===== config.mk =====
export PLATFORM = sky130hd
export DESIGN_NAME = win_seq_ctrl_flat
export DESIGN_NICKNAME = d
export VERILOG_FILES = /design/src/rtl/win_seq_pkg.sv /design/src/rtl/win_seq_if.sv /design/src/rtl/win_pos_cnt.sv /design/src/rtl/win_seq_ctrl.sv /design/src/flat_wrapper.sv
export SDC_FILE = /design/constraint.sdc
export NUM_CORES = 1
export LEC_CHECK = 0
export CAP_MARGIN = 40
export CORE_MARGIN = 2
export CORE_UTILIZATION = 35
export DETAILED_ROUTE_END_ITERATION = 10
export PLACE_DENSITY = 0.57
export SLEW_MARGIN = 5
export SYNTH_ARGS = -nofsm -noshare
export SYNTH_HDL_FRONTEND = slang
export SYNTH_HIERARCHICAL = 1
export SYNTH_SLANG_ARGS = --single-unit
export TNS_END_PERCENT = 5

===== constraint.sdc =====
create_clock -name clk -period 6.35 [get_ports clk]
set_input_delay 0.9525 -clock clk [delete_from_list [all_inputs] [get_ports clk]]
set_output_delay 0.9525 -clock clk [all_outputs]
set_load 0.005 [all_outputs]

===== src/rtl/win_seq_pkg.sv =====
// rtl/win_seq_pkg.sv - shared types and constants for the window sequencer
package win_seq_pkg;

  localparam int IMG_W_DEF    = 480;
  localparam int IMG_H_DEF    = 270;
  localparam int WIN_ROWS_DEF = 8;
  localparam int DW_DEF       = 24;

  // Coordinate width covers both 0..479 columns and 0..269 rows
  localparam int CW            = 9;
  localparam int GAP_CYC       = 2;
  localparam int WIN_PER_FRAME = IMG_W_DEF * (IMG_H_DEF - WIN_ROWS_DEF + 1);

  typedef enum logic [1:0] {
    IDLE   = 2'd0,
    PRIME  = 2'd1,
    STREAM = 2'd2,
    GAP    = 2'd3
  } state_e;

endpackage


===== src/rtl/win_seq_if.sv =====
// rtl/win_seq_if.sv - raw pixel stream handshake between source and sequencer
interface win_seq_if #(
  parameter int DW = 24
) ();
  logic [DW-1:0] pix_din;
  logic          pix_valid;
  logic          pix_sof;
  logic          pix_ready;

  modport master (output pix_din, pix_valid, pix_sof, input pix_ready);
  modport slave  (input pix_din, pix_valid, pix_sof, output pix_ready);
endinterface


===== src/rtl/win_pos_cnt.sv =====
// rtl/win_pos_cnt.sv - column/row position counter with clear, wrap and last-pixel flag
module win_pos_cnt
  import win_seq_pkg::*;
#(
  parameter int IMG_W = IMG_W_DEF,
  parameter int IMG_H = IMG_H_DEF
) (
  input  logic          clk,
  input  logic          rst_n,
  input  logic          clr,
  input  logic          en,
  output logic [CW-1:0] col,
  output logic [CW-1:0] row,
  output logic          last
);

  logic [CW-1:0] col_q, col_d, row_q, row_d;

  // Next position: clear wins over count; column wraps into the next row
  always_comb begin
    col_d = col_q;
    row_d = row_q;
    if (clr) begin
      col_d = '0;
      row_d = '0;
    end else if (en) begin
      if (col_q == CW'(IMG_W - 1)) begin
        col_d = '0;
        row_d = (row_q == CW'(IMG_H - 1)) ? '0 : row_q + 1'b1;
      end else begin
        col_d = col_q + 1'b1;
      end
    end
  end

  // Position registers
  always_ff @(posedge clk) begin
    if (!rst_n) begin
      col_q <= '0;
      row_q <= '0;
    end else begin
      col_q <= col_d;
      row_q <= row_d;
    end
  end

  assign col  = col_q;
  assign row  = row_q;
  assign last = (row_q == CW'(IMG_H - 1)) && (col_q == CW'(IMG_W - 1));

endmodule


===== src/rtl/win_seq_ctrl.sv =====
// rtl/win_seq_ctrl.sv - frame sequencer for the sliding-window line buffer (optional WIN_SEQ_STATS_EN)
module win_seq_ctrl
  import win_seq_pkg::*;
#(
  parameter int IMG_W    = IMG_W_DEF,
  parameter int IMG_H    = IMG_H_DEF,
  parameter int WIN_ROWS = WIN_ROWS_DEF,
  parameter int DW       = DW_DEF
) (
  input  logic          clk,
  input  logic          rst_n,
  win_seq_if.slave      pix,
  input  logic          win_ready,
  output logic          lb_frame_en,
  output logic [DW-1:0] lb_din,
  output logic          lb_din_en,
  output logic          win_valid,
  output logic [CW-1:0] win_col,
  output logic [CW-1:0] win_row,
  output logic          win_eof,
  output logic          err_sof,
  output logic          busy
`ifdef WIN_SEQ_STATS_EN
  ,
  output logic [15:0]   frame_cnt,
  output logic [15:0]   drop_cnt,
  output logic [7:0]    abort_cnt
`endif
);

  state_e        state_q, state_d;
  logic [1:0]    gap_q, gap_d;
  logic          lb_frame_en_q, lb_frame_en_d;
  logic [DW-1:0] lb_din_q, lb_din_d;
  logic          lb_din_en_q, lb_din_en_d;
  logic          s1_valid_q, s1_valid_d, s1_eof_q, s1_eof_d;
  logic [CW-1:0] s1_col_q, s1_col_d, s1_row_q, s1_row_d;
  logic          win_valid_q, win_valid_d, win_eof_q, win_eof_d;
  logic [CW-1:0] win_col_q, win_col_d, win_row_q, win_row_d;
  logic          err_sof_q, err_sof_d;
  logic          busy_q, busy_d;

  logic          ready, accept, sof_req, start, abort, shift, go_gap;
  logic          cnt_clr;
  logic [CW-1:0] pos_col, pos_row;
  logic          pos_last;

  assign sof_req = pix.pix_valid && pix.pix_sof;
  assign accept  = pix.pix_valid && ready;
  assign start   = (state_q == IDLE) && accept && pix.pix_sof;
  assign abort   = ((state_q == PRIME) || (state_q == STREAM)) && sof_req;
  // Pixels taken into the frame; non-SOF pixels accepted in IDLE are dropped
  assign shift   = start || (accept && (state_q != IDLE));
  // Counter sits at 0 between frames so the SOF pixel lands on (0,0)
  assign cnt_clr = (state_q == GAP) || ((state_q == IDLE) && !start);

  win_pos_cnt #(.IMG_W(IMG_W), .IMG_H(IMG_H)) u_pos (
    .clk  (clk),
    .rst_n(rst_n),
    .clr  (cnt_clr),
    .en   (shift),
    .col  (pos_col),
    .row  (pos_row),
    .last (pos_last)
  );

  // Input ready: streaming follows downstream, a new SOF mid-frame is held off
  always_comb begin
    ready = 1'b0;
    case (state_q)
      IDLE:    ready = 1'b1;
      PRIME:   ready = !sof_req;
      STREAM:  ready = win_ready && !sof_req;
      default: ready = 1'b0;
    endcase
    if (!rst_n) ready = 1'b0;
  end

  assign pix.pix_ready = ready;

  // Frame FSM, line-buffer feed and two-stage window coordinate pipeline
  always_comb begin
    state_d       = state_q;
    gap_d         = gap_q;
    lb_frame_en_d = lb_frame_en_q;
    lb_din_d      = lb_din_q;
    lb_din_en_d   = 1'b0;
    s1_valid_d    = 1'b0;
    s1_col_d      = s1_col_q;
    s1_row_d      = s1_row_q;
    s1_eof_d      = 1'b0;
    win_valid_d   = s1_valid_q;
    win_col_d     = s1_valid_q ? s1_col_q : win_col_q;
    win_row_d     = s1_valid_q ? s1_row_q : win_row_q;
    win_eof_d     = s1_eof_q;
    err_sof_d     = 1'b0;
    go_gap        = 1'b0;

    if (shift) begin
      lb_din_d    = pix.pix_din;
      lb_din_en_d = 1'b1;
    end

    case (state_q)
      IDLE: begin
        if (start) begin
          state_d       = PRIME;
          lb_frame_en_d = 1'b1;
        end
      end
      PRIME: begin
        if (abort) begin
          go_gap    = 1'b1;
          err_sof_d = 1'b1;
        end else if (accept && (pos_col == CW'(IMG_W - 1)) &&
                     (pos_row == CW'(WIN_ROWS - 2))) begin
          state_d = STREAM;
        end
      end
      STREAM: begin
        if (abort) begin
          go_gap    = 1'b1;
          err_sof_d = 1'b1;
        end else if (accept) begin
          s1_valid_d = 1'b1;
          s1_col_d   = pos_col;
          s1_row_d   = pos_row;
          s1_eof_d   = pos_last;
          go_gap     = pos_last;
        end
      end
      GAP: begin
        if (gap_q == 2'(GAP_CYC - 1)) begin
          state_d = IDLE;
          gap_d   = '0;
        end else begin
          gap_d = gap_q + 1'b1;
        end
      end
      default: state_d = IDLE;
    endcase

    if (go_gap) begin
      state_d       = GAP;
      gap_d         = '0;
      lb_frame_en_d = 1'b0;
    end

    busy_d = (state_d != IDLE);
  end

  // State and registered outputs; reset discards any windows in flight
  always_ff @(posedge clk) begin
    if (!rst_n) begin
      state_q       <= IDLE;
      gap_q         <= '0;
      lb_frame_en_q <= 1'b0;
      lb_din_q      <= '0;
      lb_din_en_q   <= 1'b0;
      s1_valid_q    <= 1'b0;
      s1_col_q      <= '0;
      s1_row_q      <= '0;
      s1_eof_q      <= 1'b0;
      win_valid_q   <= 1'b0;
      win_col_q     <= '0;
      win_row_q     <= '0;
      win_eof_q     <= 1'b0;
      err_sof_q     <= 1'b0;
      busy_q        <= 1'b0;
    end else begin
      state_q       <= state_d;
      gap_q         <= gap_d;
      lb_frame_en_q <= lb_frame_en_d;
      lb_din_q      <= lb_din_d;
      lb_din_en_q   <= lb_din_en_d;
      s1_valid_q    <= s1_valid_d;
      s1_col_q      <= s1_col_d;
      s1_row_q      <= s1_row_d;
      s1_eof_q      <= s1_eof_d;
      win_valid_q   <= win_valid_d;
      win_col_q     <= win_col_d;
      win_row_q     <= win_row_d;
      win_eof_q     <= win_eof_d;
      err_sof_q     <= err_sof_d;
      busy_q        <= busy_d;
    end
  end

  assign lb_frame_en = lb_frame_en_q;
  assign lb_din      = lb_din_q;
  assign lb_din_en   = lb_din_en_q;
  assign win_valid   = win_valid_q;
  assign win_col     = win_col_q;
  assign win_row     = win_row_q;
  assign win_eof     = win_eof_q;
  assign err_sof     = err_sof_q;
  assign busy        = busy_q;

`ifdef WIN_SEQ_STATS_EN
  logic [15:0] frame_cnt_q, frame_cnt_d, drop_cnt_q, drop_cnt_d;
  logic [7:0]  abort_cnt_q, abort_cnt_d;

  // Frame counter wraps; drop and abort counters saturate
  always_comb begin
    frame_cnt_d = frame_cnt_q + {15'd0, s1_eof_q};
    drop_cnt_d  = drop_cnt_q;
    abort_cnt_d = abort_cnt_q;
    if ((state_q == IDLE) && accept && !pix.pix_sof && (drop_cnt_q != 16'hFFFF))
      drop_cnt_d = drop_cnt_q + 1'b1;
    if (abort && (abort_cnt_q != 8'hFF))
      abort_cnt_d = abort_cnt_q + 1'b1;
  end

  // Statistics registers, cleared only by reset
  always_ff @(posedge clk) begin
    if (!rst_n) begin
      frame_cnt_q <= '0;
      drop_cnt_q  <= '0;
      abort_cnt_q <= '0;
    end else begin
      frame_cnt_q <= frame_cnt_d;
      drop_cnt_q  <= drop_cnt_d;
      abort_cnt_q <= abort_cnt_d;
    end
  end

  assign frame_cnt = frame_cnt_q;
  assign drop_cnt  = drop_cnt_q;
  assign abort_cnt = abort_cnt_q;
`endif

endmodule


===== src/flat_wrapper.sv =====
// flat-port wrapper written by rule: the top's interface ports become plain ports
module win_seq_ctrl_flat import win_seq_pkg::*;
#(
  parameter int IMG_W    = IMG_W_DEF,
  parameter int IMG_H    = IMG_H_DEF,
  parameter int WIN_ROWS = WIN_ROWS_DEF,
  parameter int DW       = DW_DEF
)
  (clk, rst_n, win_ready, lb_frame_en, lb_din, lb_din_en, win_valid, win_col, win_row, win_eof, err_sof, busy, pix_pix_din, pix_pix_valid, pix_pix_sof, pix_pix_ready);
  win_seq_if #(.DW(DW)) pix_i ();
  input  logic clk;
  input  logic rst_n;
  input  logic win_ready;
  output logic lb_frame_en;
  output logic [DW-1:0] lb_din;
  output logic lb_din_en;
  output logic win_valid;
  output logic [CW-1:0] win_col;
  output logic [CW-1:0] win_row;
  output logic win_eof;
  output logic err_sof;
  output logic busy;
  input wire logic [$bits(pix_i.pix_din)-1:0] pix_pix_din;
  input wire logic [$bits(pix_i.pix_valid)-1:0] pix_pix_valid;
  input wire logic [$bits(pix_i.pix_sof)-1:0] pix_pix_sof;
  output wire logic [$bits(pix_i.pix_ready)-1:0] pix_pix_ready;
  assign pix_i.pix_din = pix_pix_din;
  assign pix_i.pix_valid = pix_pix_valid;
  assign pix_i.pix_sof = pix_pix_sof;
  assign pix_pix_ready = pix_i.pix_ready;
  win_seq_ctrl #(.IMG_W(IMG_W), .IMG_H(IMG_H), .WIN_ROWS(WIN_ROWS), .DW(DW)) u_core (.clk(clk), .rst_n(rst_n), .pix(pix_i), .win_ready(win_ready), .lb_frame_en(lb_frame_en), .lb_din(lb_din), .lb_din_en(lb_din_en), .win_valid(win_valid), .win_col(win_col), .win_row(win_row), .win_eof(win_eof), .err_sof(err_sof), .busy(busy));
endmodule

==> summary.md <==
| Metric | Value |
|---|---|
| # H-tree levels | 3 |
| CTS tree | yes |
| # Post-CTS Setup Buffers | 0 |
| Nets | 471 |
| Leak | 1.59 nW |
| Placed cell areas | 4680 sq um |
| Peak supply drop | 131 uV |
| Hold depth | 2 |
| Vias in the first global route | 2614 |
| Post-route DRC | 0 |
| WHS | 0.440 ns |
| Final Power | 1.07 mW |
| Synth Cell Area | 3790 sq um |
| Die Y-Extent | 108 um |
| WP data arrival | 2.55 ns |
| RSZ-0062 raised after global routing | no |
| PortBufs | 77 |
| Antenna Nets Post-Route | 0 |
| Total track usage | 14.3% |
| Layout cells sized above 1 | 5.69% |
| Slew @ Worst Pin | 0.603 ns |
| Outcome | finished clean |
| Clock Sink Count | 90 |
| Synth Register Bits | 90 |
| Row cnt | 38 |
| Inserted Clock Buffers | 9 |
| First-pass GRT wire length | 13100 um |
| YS warnings | 6 |
| Clock transition at the registers of the reported paths | 0.09 ns |
| Simple-gate share of the synthesized area | 21.5% |
| EDFF count, synth | 0 |
| Synth async-reset ratio | 0% |
| Vias | 2763 |
| Largest family of logic cells by synthesized area | simple AND/OR/NAND/NOR gates |
| Max Freq | 285 MHz |
| Post-synthesis adder-cell area fraction | 2.64% |
| Post-Syn Nets | 399 |
| Startpoint of the worst-slack reg-to-reg timing path | u_core/state_q[0]$_SDFF_PN0_ |
| HP Class | reg2reg |
| Final std cell area, no fill | 4890 sq um |
| Hold Path End | u_core/gap_q[1]$_SDFFE_PP0P_ |
| WS Path Type | in2out |
| Commonest register cell after synthesis | dfxtp_1 |
| Setup crit start kind | primary input |
| P per Cell Area | 218 nW/um^2 |
| Relative slew slack | 59.7% |
| Wirelength per Cell | 13.9 um |
| Gp weighted congestion | 0.799 |
| Area Overhead vs Synth | 29.0% |
| Most frequent cells in the layout | dfxtp_1, clkdlybuf4s50_1, nor2b_1 |
| Post-cts resize count | 0 |
| Post-Syn Area per Cell | 10.5 sq um |
| Worst hold start | u_core/gap_q[1]$_SDFFE_PP0P_ |
| Drt first pass iters | 4 |
| Fin. Hold Viols | 0 |
| CORE AREA | 10700 sq um |
| Crit. End Element | output port |
| Seq/Total Area, Yosys | 47.5% |
| Mux cell area share after synthesis | 16.1% |
| Diode count | 0 |
| R2R cell count | 9 |
| Synth unique cells | 51 |
| Skew-Pair Late Insertion Delay | 0.36 ns |
| Root buf cell | clkbuf_8 |
| Largest net degree at the start of global routing | 75 |
| I/O Pins | 78 |
| Leading cell type in the layout, fill and taps excluded | dfxtp_1 |
| Cell count after synthesis | 362 |
| Final wirelength | 8080 um |
| Peak fanout along the critical path | 7 |
| Worst Setup SP | pix_pix_sof |
| Setup TNS Final | 0 ns |
| Die Footprint | 11700 sq um |
| Starting Density | 35.5% |
| Flop-to-flop setup slack | 3.51 ns |
| Via/cell ratio | 4.77 |
| CTS Hold Buffers Added | 0 |
| Remaining Overflow, GRT | 0 |
| Slew Limit Fails | 0 |
| CTS max path bufs | 2 |
| Post-synthesis compound-gate area fraction | 6.33% |
| Reported max-cap violation count | 0 |
| Final setup viols | 0 |
| RR Endpoint | u_core/u_pos/row[3]$_SDFFE_PP0P_ |
| Die Wd | 108 um |
| Min Tclk post-route | 3.50 ns |
| Clock Skews | 0.00701 ns |
| Final worst-path cycle share | 55.2% |
| 1st-iter DRT viols | 77 |
| Synth Area in XOR/XNOR | 2.08% |
| Initial antenna violation count | 0 |
| Hpwl dp | 5580 um |
| Worst Path Required | 5.40 ns |
[stage by stage]
stage	utilization (%)	setup WS, ns	cells
CTS	45.7	2.82	579
finish	45.7	2.85	579
detailed placement	43.7	2.79	563
global placement	43.3	2.81	561
global route	45.7	2.75	579
floorplan	-	3.69	362
[cell families after synthesis]
kind of cell / after synthesis
flops: 90
buf+inv: 27
mux: 61
compound gates: 34
simple gates: 133
fa+ha+maj: 8
xor+xnor: 9
[synthesized netlist by cell type (2+ instances only)]
cell	n	area [sq um]
buf_2	3	15.0
dfxtp_1	90	1800
o21ai_0	5	25.0
xnor2_1	5	43.8
buf_6	4	45.0
xor2_1	4	35.0
a21oi_1	5	25.0
nand2_1	7	26.3
ha_1	8	100
nor2_1	16	60.1
o31ai_1	3	22.5
and3_1	2	12.5
o211ai_1	2	15.0
nand3_1	6	30.0
a2bb2oi_1	2	17.5
clkbuf_1	10	37.5
nand4b_1	3	26.3
a31oi_1	2	12.5
a21o_1	3	22.5
buf_4	3	22.5
mux2i_1	61	611
nand2b_1	6	37.5
a211oi_1	2	15.0
nand4_1	7	43.8
and2_1	4	25.0
nor4_1	2	12.5
nor2b_1	62	388
nor4b_1	3	26.3
and4_1	4	35.0
inv_1	7	26.3
[critical path, stage by stage]
cell	delay (ns)
clkdlybuf4s50_1	0.51
nand2_1	0.12
a21oi_1	0.12
nor3b_1	0.27
clkdlybuf4s50_1	0.58
[how the worst max path moves through the flow]
stage / end / depth (start not counted) / slack, ns
final: pix_pix_ready / 5 / 2.85
after global routing: pix_pix_ready / 5 / 2.75
after CTS: pix_pix_ready / 5 / 2.82
after floorplan: u_core/u_pos/row[6]$_SDFFE_PP0P_ / 10 / 3.69
after global placement: u_core/u_pos/row[3]$_SDFFE_PP0P_ / 8 / 2.81
after detailed placement: u_core/u_pos/row[3]$_SDFFE_PP0P_ / 8 / 2.79
[area by class of cell]
type,instances,area (sq um)
flip-flops and latches,90,1800
clock inverters,3,46.3
fillers,1035,5810
repair buffers,81,823
well taps,140,175
inverters,7,26.3
clock buffers,13,169
multi-input cells,245,1850
[flip-flops by register name (all words and copies together) (netlist names)]
| name | flops |
|---|---|
| u_core/gap_q | 2 |
| u_core/lb_din_en | 1 |
| u_core/win_valid | 1 |
| u_core/s1_valid_q | 1 |
| u_core/u_pos/row | 9 |
| u_core/busy | 1 |
| u_core/s1_eof_q | 1 |
| u_core/err_sof | 1 |
| u_core/s1_col_q | 9 |
| u_core/u_pos/col | 9 |
| u_core/lb_din | 24 |
| u_core/win_eof | 1 |
| u_core/win_row | 9 |
| u_core/state_q | 2 |
| u_core/lb_frame_en | 1 |
| u_core/s1_row_q | 9 |
| u_core/win_col | 9 |
[routing by layer]
layer  wire (um)  track usage (%)
met5           0                0
met1        3900             19.1
met4         102             4.67
met2        3730             22.0
met3         344             4.28
[power by group]
group          switching [mW]  internal, mW  leakage [nW]
Sequential            0.00432         0.572         0.727
Combinational          0.0328        0.0481         0.757
Clock                   0.194         0.215         0.106
Total                   0.231         0.835          1.59
No activity file was read; power rests on OpenSTA's default activity.
